File: src/rtl/mul_div_unit_pkg.sv
// Shared definitions for the iterative multiply/divide unit:
// operand width, op encodings, FSM states and divide-by-zero quotient.
package mul_div_unit_pkg;

    localparam int WIDTH = 8;
    localparam int CNT_W = $clog2(WIDTH);

    localparam logic [WIDTH-1:0] DIV_BY_ZERO_Q = {WIDTH{1'b1}};

    typedef enum logic [1:0] {
        OP_MULLO = 2'b00,
        OP_MULHI = 2'b01,
        OP_DIVQ  = 2'b10,
        OP_DIVR  = 2'b11
    } op_e;

    typedef enum logic [1:0] {
        IDLE = 2'b00,
        RUN  = 2'b01,
        FIN  = 2'b10
    } state_e;

endpackage

File: src/rtl/mul_div_datapath.sv
// One combinational iteration step: shift-add multiply or restoring divide.
// Ports: div (op class), hi/lo/m (current state), hi_n/lo_n (next state).
module mul_div_datapath
    import mul_div_unit_pkg::*;
(
    input  logic             div,
    input  logic [WIDTH-1:0] hi,
    input  logic [WIDTH-1:0] lo,
    input  logic [WIDTH-1:0] m,
    output logic [WIDTH-1:0] hi_n,
    output logic [WIDTH-1:0] lo_n
);

    logic [WIDTH:0]   sum;
    logic [WIDTH:0]   rem;
    logic [WIDTH-1:0] addend;
    logic [WIDTH-1:0] diff;
    logic             ge;

    always_comb begin
        addend = lo[0] ? m : '0;
        sum    = {1'b0, hi} + {1'b0, addend};
        // Shifted partial remainder; its low byte minus the
        // divisor is exact whenever the trial is non-negative.
        rem    = {hi, lo[WIDTH-1]};
        ge     = rem >= {1'b0, m};
        diff   = rem[WIDTH-1:0] - m;
        hi_n   = '0;
        lo_n   = '0;
        unique case (1'b1)
            div: begin
                hi_n = ge ? diff : rem[WIDTH-1:0];
                lo_n = {lo[WIDTH-2:0], ge};
            end
            !div: begin
                hi_n = sum[WIDTH:1];
                lo_n = {sum[0], lo[WIDTH-1:1]};
            end
        endcase
    end

endmodule

File: src/rtl/mul_div_unit.sv
// Iterative unsigned multiply/divide unit fed by the register file.
// Ports: CLK, RESET, START, OP, DATA1, DATA2 in; RESULT, BUSY, DONE, DIVZERO out.
module mul_div_unit
    import mul_div_unit_pkg::*;
(
    input  logic             CLK,
    input  logic             RESET,
    input  logic             START,
    input  logic [1:0]       OP,
    input  logic [WIDTH-1:0] DATA1,
    input  logic [WIDTH-1:0] DATA2,
    output logic [WIDTH-1:0] RESULT,
    output logic             BUSY,
    output logic             DONE,
    output logic             DIVZERO
);

    localparam logic [CNT_W-1:0] CNT_LAST = CNT_W'(WIDTH - 1);
    localparam logic [CNT_W-1:0] CNT_ONE  = CNT_W'(1);

    state_e           state;
    state_e           state_n;
    op_e              op_q;
    logic [CNT_W-1:0] cnt;
    logic [WIDTH-1:0] hi;
    logic [WIDTH-1:0] lo;
    logic [WIDTH-1:0] m;
    logic [WIDTH-1:0] hi_n;
    logic [WIDTH-1:0] lo_n;
    logic             dz_start;
    logic             last;

    // Divide-by-zero skips iteration entirely.
    assign dz_start = OP[1] && (DATA2 == '0);
    assign last     = (cnt == CNT_LAST);

    mul_div_datapath u_dp (
        .div  (op_q[1]),
        .hi   (hi),
        .lo   (lo),
        .m    (m),
        .hi_n (hi_n),
        .lo_n (lo_n)
    );

    always_ff @(posedge CLK) begin
        if (RESET) state <= IDLE;
        else       state <= state_n;
    end

    // FIN lasts until DONE has been shown for one cycle; the
    // divide-by-zero path enters FIN with DONE still low.
    always_comb begin
        state_n = state;
        unique case (state)
            IDLE:    if (START) state_n = dz_start ? FIN : RUN;
            RUN:     if (last)  state_n = FIN;
            FIN:     if (DONE)  state_n = IDLE;
            default: state_n = IDLE;
        endcase
    end

    always_ff @(posedge CLK) begin
        if (RESET) begin
            op_q    <= OP_MULLO;
            cnt     <= '0;
            hi      <= '0;
            lo      <= '0;
            m       <= '0;
            RESULT  <= '0;
            BUSY    <= 1'b0;
            DONE    <= 1'b0;
            DIVZERO <= 1'b0;
        end else begin
            unique case (state)
                IDLE: begin
                    if (START) begin
                        op_q    <= op_e'(OP);
                        cnt     <= '0;
                        hi      <= '0;
                        lo      <= OP[1] ? DATA1 : DATA2;
                        m       <= OP[1] ? DATA2 : DATA1;
                        BUSY    <= !dz_start;
                        DIVZERO <= dz_start;
                    end
                end
                RUN: begin
                    hi  <= hi_n;
                    lo  <= lo_n;
                    cnt <= cnt + CNT_ONE;
                    if (last) begin
                        BUSY   <= 1'b0;
                        DONE   <= 1'b1;
                        RESULT <= op_q[0] ? hi_n : lo_n;
                    end
                end
                FIN: begin
                    if (!DONE) begin
                        // Remainder of x/0 is the untouched dividend.
                        DONE   <= 1'b1;
                        RESULT <= op_q[0] ? lo : DIV_BY_ZERO_Q;
                    end else begin
                        DONE <= 1'b0;
                    end
                end
                default: ;
            endcase
        end
    end

endmodule

File: config.mk
export PLATFORM = sky130hd
export DESIGN_NAME = mul_div_unit
export DESIGN_NICKNAME = d
export VERILOG_FILES = /design/src/rtl/mul_div_unit_pkg.sv /design/src/rtl/mul_div_datapath.sv /design/src/rtl/mul_div_unit.sv
export SDC_FILE = /design/constraint.sdc
export NUM_CORES = 1
export LEC_CHECK = 0
export BUFFER_PORTS_ARGS = -buffer_cell sky130_fd_sc_hd__buf_2
export CELL_PAD_IN_SITES_DETAIL_PLACEMENT = 0
export CELL_PAD_IN_SITES_GLOBAL_PLACEMENT = 1
export CORE_MARGIN = 10
export CORE_UTILIZATION = 40
export CTS_CLUSTER_SIZE = 24
export DETAILED_ROUTE_END_ITERATION = 8
export PLACE_DENSITY = 0.87
export SLEW_MARGIN = 25
export SYNTH_ARGS = -nofsm -noshare
export SYNTH_HDL_FRONTEND = slang
export SYNTH_SLANG_ARGS = --single-unit
File: constraint.sdc
create_clock -name CLK -period 2.5 [get_ports CLK]
set_clock_uncertainty 0.2 [all_clocks]
set_input_delay 0.125 -clock CLK [delete_from_list [all_inputs] [get_ports CLK]]
set_output_delay 0.125 -clock CLK [all_outputs]
set_load 0.02 [all_outputs]
# After elaboration in Yosys (flattened, before gate mapping)
# Cells that the tools add are included.
# word_totals
reg_bits	42
output_inout_bits	11
# op_classes
n_addsub	3
magnitude_cmp	1
n_eq_ne	7
muxes	28
n_reduce_logical	13
# ops
cell	n
$mux W8	10
$pmux W8 S2	5
$add A8 B8 Y9	1
$ge A9 B8 Y1	1
$reduce_and A3 Y1	3
$logic_not A8 Y1	1
$mux W2	4
$ne A2 B2 Y1 const B	4
$sub A8 B8 Y8	1
$pmux W2 S3	1
$pmux W3 S2	1
$reduce_and A2 Y1	3
$mux W1	4
$pmux W1 S2	2
$reduce_bool A2 Y1	2
$add A3 B1 Y3 const B	1
$eq A3 B3 Y1 const B	1
$mux W3	1
$eq A2 B1 Y1 const B	1
$eq A2 B2 Y1 const B	1
$logic_not A1 Y1	2
$logic_not A2 Y1	1
$logic_and A1 B1 Y1	1

# Longest topological paths before layout
# depth
ltp_word	6
mapped_depth	12
mapped_depth_nobuf	11

# Hierarchy
# A second synthesis with hierarchy kept.
# hier_totals
cells_unflattened	339
area_unflattened_um2	2977.9
# by_module_without_submodules
module	n_inst	cells_per_inst	area_each_um2	seq_area_each_um2
mul_div_unit	1	207	2020.7	840.8
mul_div_datapath	1	132	957.2	0.0

# Least setup slack after synthesis
# OpenSTA, ideal clock, no wires.
# synth_path
path_type	reg2reg
from	register lo[0]
to	register RESULT[7]
arrival_ns	2.378
required_ns	2.205
path_slack_ns	-0.173
stages_incl_launch_ff	13
path_buffers	1
synth_period_minus_slack_ns	2.673
cell_sequence	dfxtp_1 > clkbuf_1 > and2_1 > ha_1 > inv_1 > fa_1 > nand2b_1 > a21oi_1 > nor2b_1 > o31ai_1 > a21boi_1 > o31ai_1 > a221oi_1
# synth_via
elab_chain_cells	6
word_cells_on_any_way	7
# synth_lines
element	line	text
start: declaration	mul_div_unit.sv:26	logic [WIDTH-1:0] lo;
start signal: assignment	mul_div_unit.sv:81	lo <= OP[1] ? DATA1 : DATA2;
start signal: assignment	mul_div_unit.sv:89	lo <= lo_n;
$mux W8 *	mul_div_datapath.sv:21	addend = lo[0] ? m : '0;
$add A8 B8 Y9 *	mul_div_datapath.sv:22	sum = {1'b0, hi} + {1'b0, addend};
$pmux W8 S2	mul_div_datapath.sv:30	unique case (1'b1)
$mux W8 *	mul_div_unit.sv:94	RESULT <= op_q[0] ? hi_n : lo_n;
$mux W8 *	mul_div_unit.sv:91	if (last) begin
$pmux W8 S2 *	mul_div_unit.sv:75	unique case (state)
end signal: assignment	mul_div_unit.sv:94	
end signal: assignment	mul_div_unit.sv:101	RESULT <= op_q[0] ? lo : DIV_BY_ZERO_Q;
end: declaration	mul_div_unit.sv:12	output logic [WIDTH-1:0] RESULT,
# Mark *: on every way between the ends. The rest lies on a longest branch, timed or not. The select of a mux whose other input is x is not followed.
# A chain may end at the register's enable or synchronous reset.

# Final worst setup path
# layout_path
from	register lo[7]
to	register RESULT[6]
# layout_via
elab_chain_cells	6
word_cells_on_any_way	8
# layout_lines
element	line	text
$sub A8 B8 Y8 or $ge A9 B8 Y1 (tied branches)	mul_div_datapath.sv:27, mul_div_datapath.sv:26	
$mux W8	mul_div_datapath.sv:32	hi_n = ge ? diff : rem[WIDTH-1:0];
$pmux W8 S2	mul_div_datapath.sv:30	
$mux W8 *	mul_div_unit.sv:94	
$mux W8 *	mul_div_unit.sv:91	
$pmux W8 S2 *	mul_div_unit.sv:75	
# Marked as above.

==> results.json <==
{
  "outcome": "finished, violations left",
  "violations": "hold timing, setup timing",
  "cts-root-buf": "clkbuf_8",
  "final_cells": 533,
  "dieArea_um2": 11200,
  "synth_area_leaders": "dfxtp_1, mux2i_1, ha_1, a21oi_1, nor2_1",
  "syn-cell-area_um2": 2950,
  "die_h_um": 106,
  "worst_slack_ns": -0.0363,
  "grt_pass1_wl_um": 14500,
  "crit_fanout": 2,
  "grt_overflow": 0,
  "grt_pass1_vias": 2867,
  "start_kind": "flop",
  "layout.nets": 474,
  "ys_seq_area_share_pct": 28.5,
  "syn_nets": 412,
  "gr-usage-all-layers_pct": 15.6,
  "drv_slew": 0,
  "antenna_found_initial": 0,
  "rr_endpoint": "RESULT[6]",
  "rrSetupSlack_ns": -0.04,
  "postSynthCellCount": 371,
  "vias": 2986,
  "arrival_ns": 2.56,
  "synth_top_cell_by_area": "dfxtp_1",
  "cts.sinks": 42,
  "io_pins": 32,
  "synth_flop_cell": "dfxtp_1",
  "antenna_left": 0,
  "io_buffers": 31,
  "via_per_inst": 5.60,
  "hold_viol": 1,
  "cts_tree": "yes",
  "cts.path.max_buffers": 2,
  "setup.worst_path.end": "RESULT[6]",
  "power_mw": 1.83,
  "critical_path_class": "reg2reg",
  "setup_tns_ns": -0.0363,
  "htreeDepth": 2,
  "hpwl_um": 6650,
  "firstDrtPassIters": 5,
  "insertion_delay_ns": 0.30,
  "diodes": 0,
  "fill_cells": 713,
  "core_um2": 7210,
  "start_util_pct": 40.8,
  "dp.cells": 517,
  "hp-class": "in2reg",
  "synth_edf_count": 0,
  "drt-initial-drc-count": 227,
  "synth_top_area_share_pct": 28.5,
  "reg2reg_depth": 11,
  "min_period_ns": 2.54,
  "drc_errors": 0,
  "rsz0062_at_grt": "yes",
  "setup_viol": 1,
  "ys_ff_latch": 42,
  "required_ns": 2.52,
  "syn_area_per_cell_um2": 7.94,
  "relSlewSlack_pct": 61.6,
  "drt-wirelength-per-cell_um": 16.4,
  "startpoint": "lo[7]",
  "drt-total-wl_um": 8730,
  "critical_path.endpoint_type": "flop",
  "std_cell_rows": 31,
  "post-route-util_pct": 51.5,
  "yosysUniqueCellTypes": 56,
  "fmax_mhz": 394,
  "fin_hold_ws_ns": -0.00130,
  "grt_max_degree": 42,
  "gp_congestion": 0.885,
  "vdd_drop_max_v": 0.000239,
  "async_flop_share_pct": 0,
  "power_density_nw_per_um2": 493,
  "numCtsBuffers": 5,
  "drive_gt1_share_pct": 26.7,
  "area_growth_pct": 26.2,
  "r2r-start": "lo[7]",
  "worst_pin_slew_ns": 0.574,
  "post-route-period-util_pct": 101,
  "cap_violations": 0,
  "die_w_um": 106,
  "power_leakage_nw": 1.59,
  "clk_pin_slew_worst_paths_ns": 0.09,
  "yosys_warnings": 0
}
==> Yosys cell counts (all sizes together), types with 5 or more instances <==
library cell / number
o22ai: 7
clkbuf: 12
xnor2: 5
o21ai: 17
nor3: 6
ha: 18
and2: 8
inv: 14
nand2: 28
nand3: 10
nor2: 39
buf: 8
a211oi: 11
nand2b: 10
dfxtp: 42
a21oi: 41
mux2i: 29
a31oi: 5
or3: 6
==> timing repair <==
| item | CTS | global route |
|---|---|---|
| endpoints found under the setup margin | 3 | 13 |
| hold endpoints to repair | 5 | 0 |
| hold buffers | 4 | 0 |
| resized for setup | 15 | 18 |
| pin swaps | 12 | 14 |
| setup buffers | 3 | 3 |
==> sequential cells by signal, indices dropped and copies added, names as in the netlist <==
register,count
DIVZERO,1
state,2
BUSY,1
cnt,3
op_q,2
DONE,1
RESULT,8
lo,8
m,8
hi,8
==> cell usage in the layout (no fill, tap or decap), types with 5 or more instances in the layout <==
cell type,n
nor2_1,38
buf_4,38
dfxtp_1,37
a21oi_1,35
buf_2,31
mux2i_1,28
nand2_1,26
ha_1,15
inv_1,11
nand3_1,10
a211oi_1,10
nand2b_1,9
o21ai_0,9
and2_1,7
o22ai_1,7
a21oi_2,6
nor3_1,6
or3_1,6
a31oi_1,5
o21ai_1,5
xnor2_1,5
clkbuf_8,5
==> metal layers <==
metal | vias to the layer above | track usage (%) | wire, um
met5 | - | 0 | 0
met4 | 0 | 4.26 | 153
met3 | 13 | 2.62 | 512
met2 | 100 | 24.8 | 3870
met1 | 1391 | 21.1 | 4190
li1 | 1482 | - | -
==> logic make-up after synthesis <==
kind of cell | Yosys count | synth area share (%)
xor gates and xnor gates | 8 | 2.38
DFF | 42 | 28.5
adders and majority gates | 20 | 9.00
buffers and inverters | 36 | 5.01
and+or+nand+nor | 122 | 20.0
AOI/OAI and AO/OA | 112 | 24.5
muxes | 31 | 10.6
==> worst min-delay path by stage <==
stage | start | end | cells after the start
3_3_place_gp | OP[0] | op_q[0] | 3
5_1_grt | DATA1[4] | m[4] | 3
3_5_place_dp | OP[0] | op_q[0] | 3
4_1_cts | DATA2[6] | m[6] | 3
2_1_floorplan | OP[0] | op_q[0] | 2
6_report | DATA2[6] | m[6] | 3
==> stage by stage <==
stage	area (um^2)	worst slack, ns
final	3720	-0.0363
after global routing	3720	-0.172
after CTS	3640	0.00830
after detailed placement	3440	-0.114
after global placement	3440	-0.0694
after floorplan	2970	-0.00256
==> worst max-delay path, cell delays in order (launching register included) <==
cell,delay [ns]
dfxtp_2,0.33
inv_2,0.07
ha_4,0.13
inv_2,0.03
fa_2,0.37
a211oi_2,0.25
o21bai_1,0.10
a21oi_1,0.17
xnor2_1,0.16
mux2i_1,0.13
a211o_1,0.28
a311oi_1,0.25
==> cell type report <==
cell class,count,area (um^2),area share [%]
multi-input cells,293,2090,56.1
flip-flops and latches,42,850,22.8
repair buffers,75,512,13.8
well taps,99,124,3.33
clock buffers,5,68.8,1.85
inverters,16,60.1,1.62
clock inverters,3,18.8,0.505
==> power breakdown <==
part / switching [mW] / internal (mW) / total (mW)
registers: 0.0368 / 0.705 / 0.742
clock network: 0.255 / 0.197 / 0.452
logic: 0.342 / 0.297 / 0.640
total: 0.634 / 1.20 / 1.83
No activity file was read; power rests on OpenSTA's default activity.
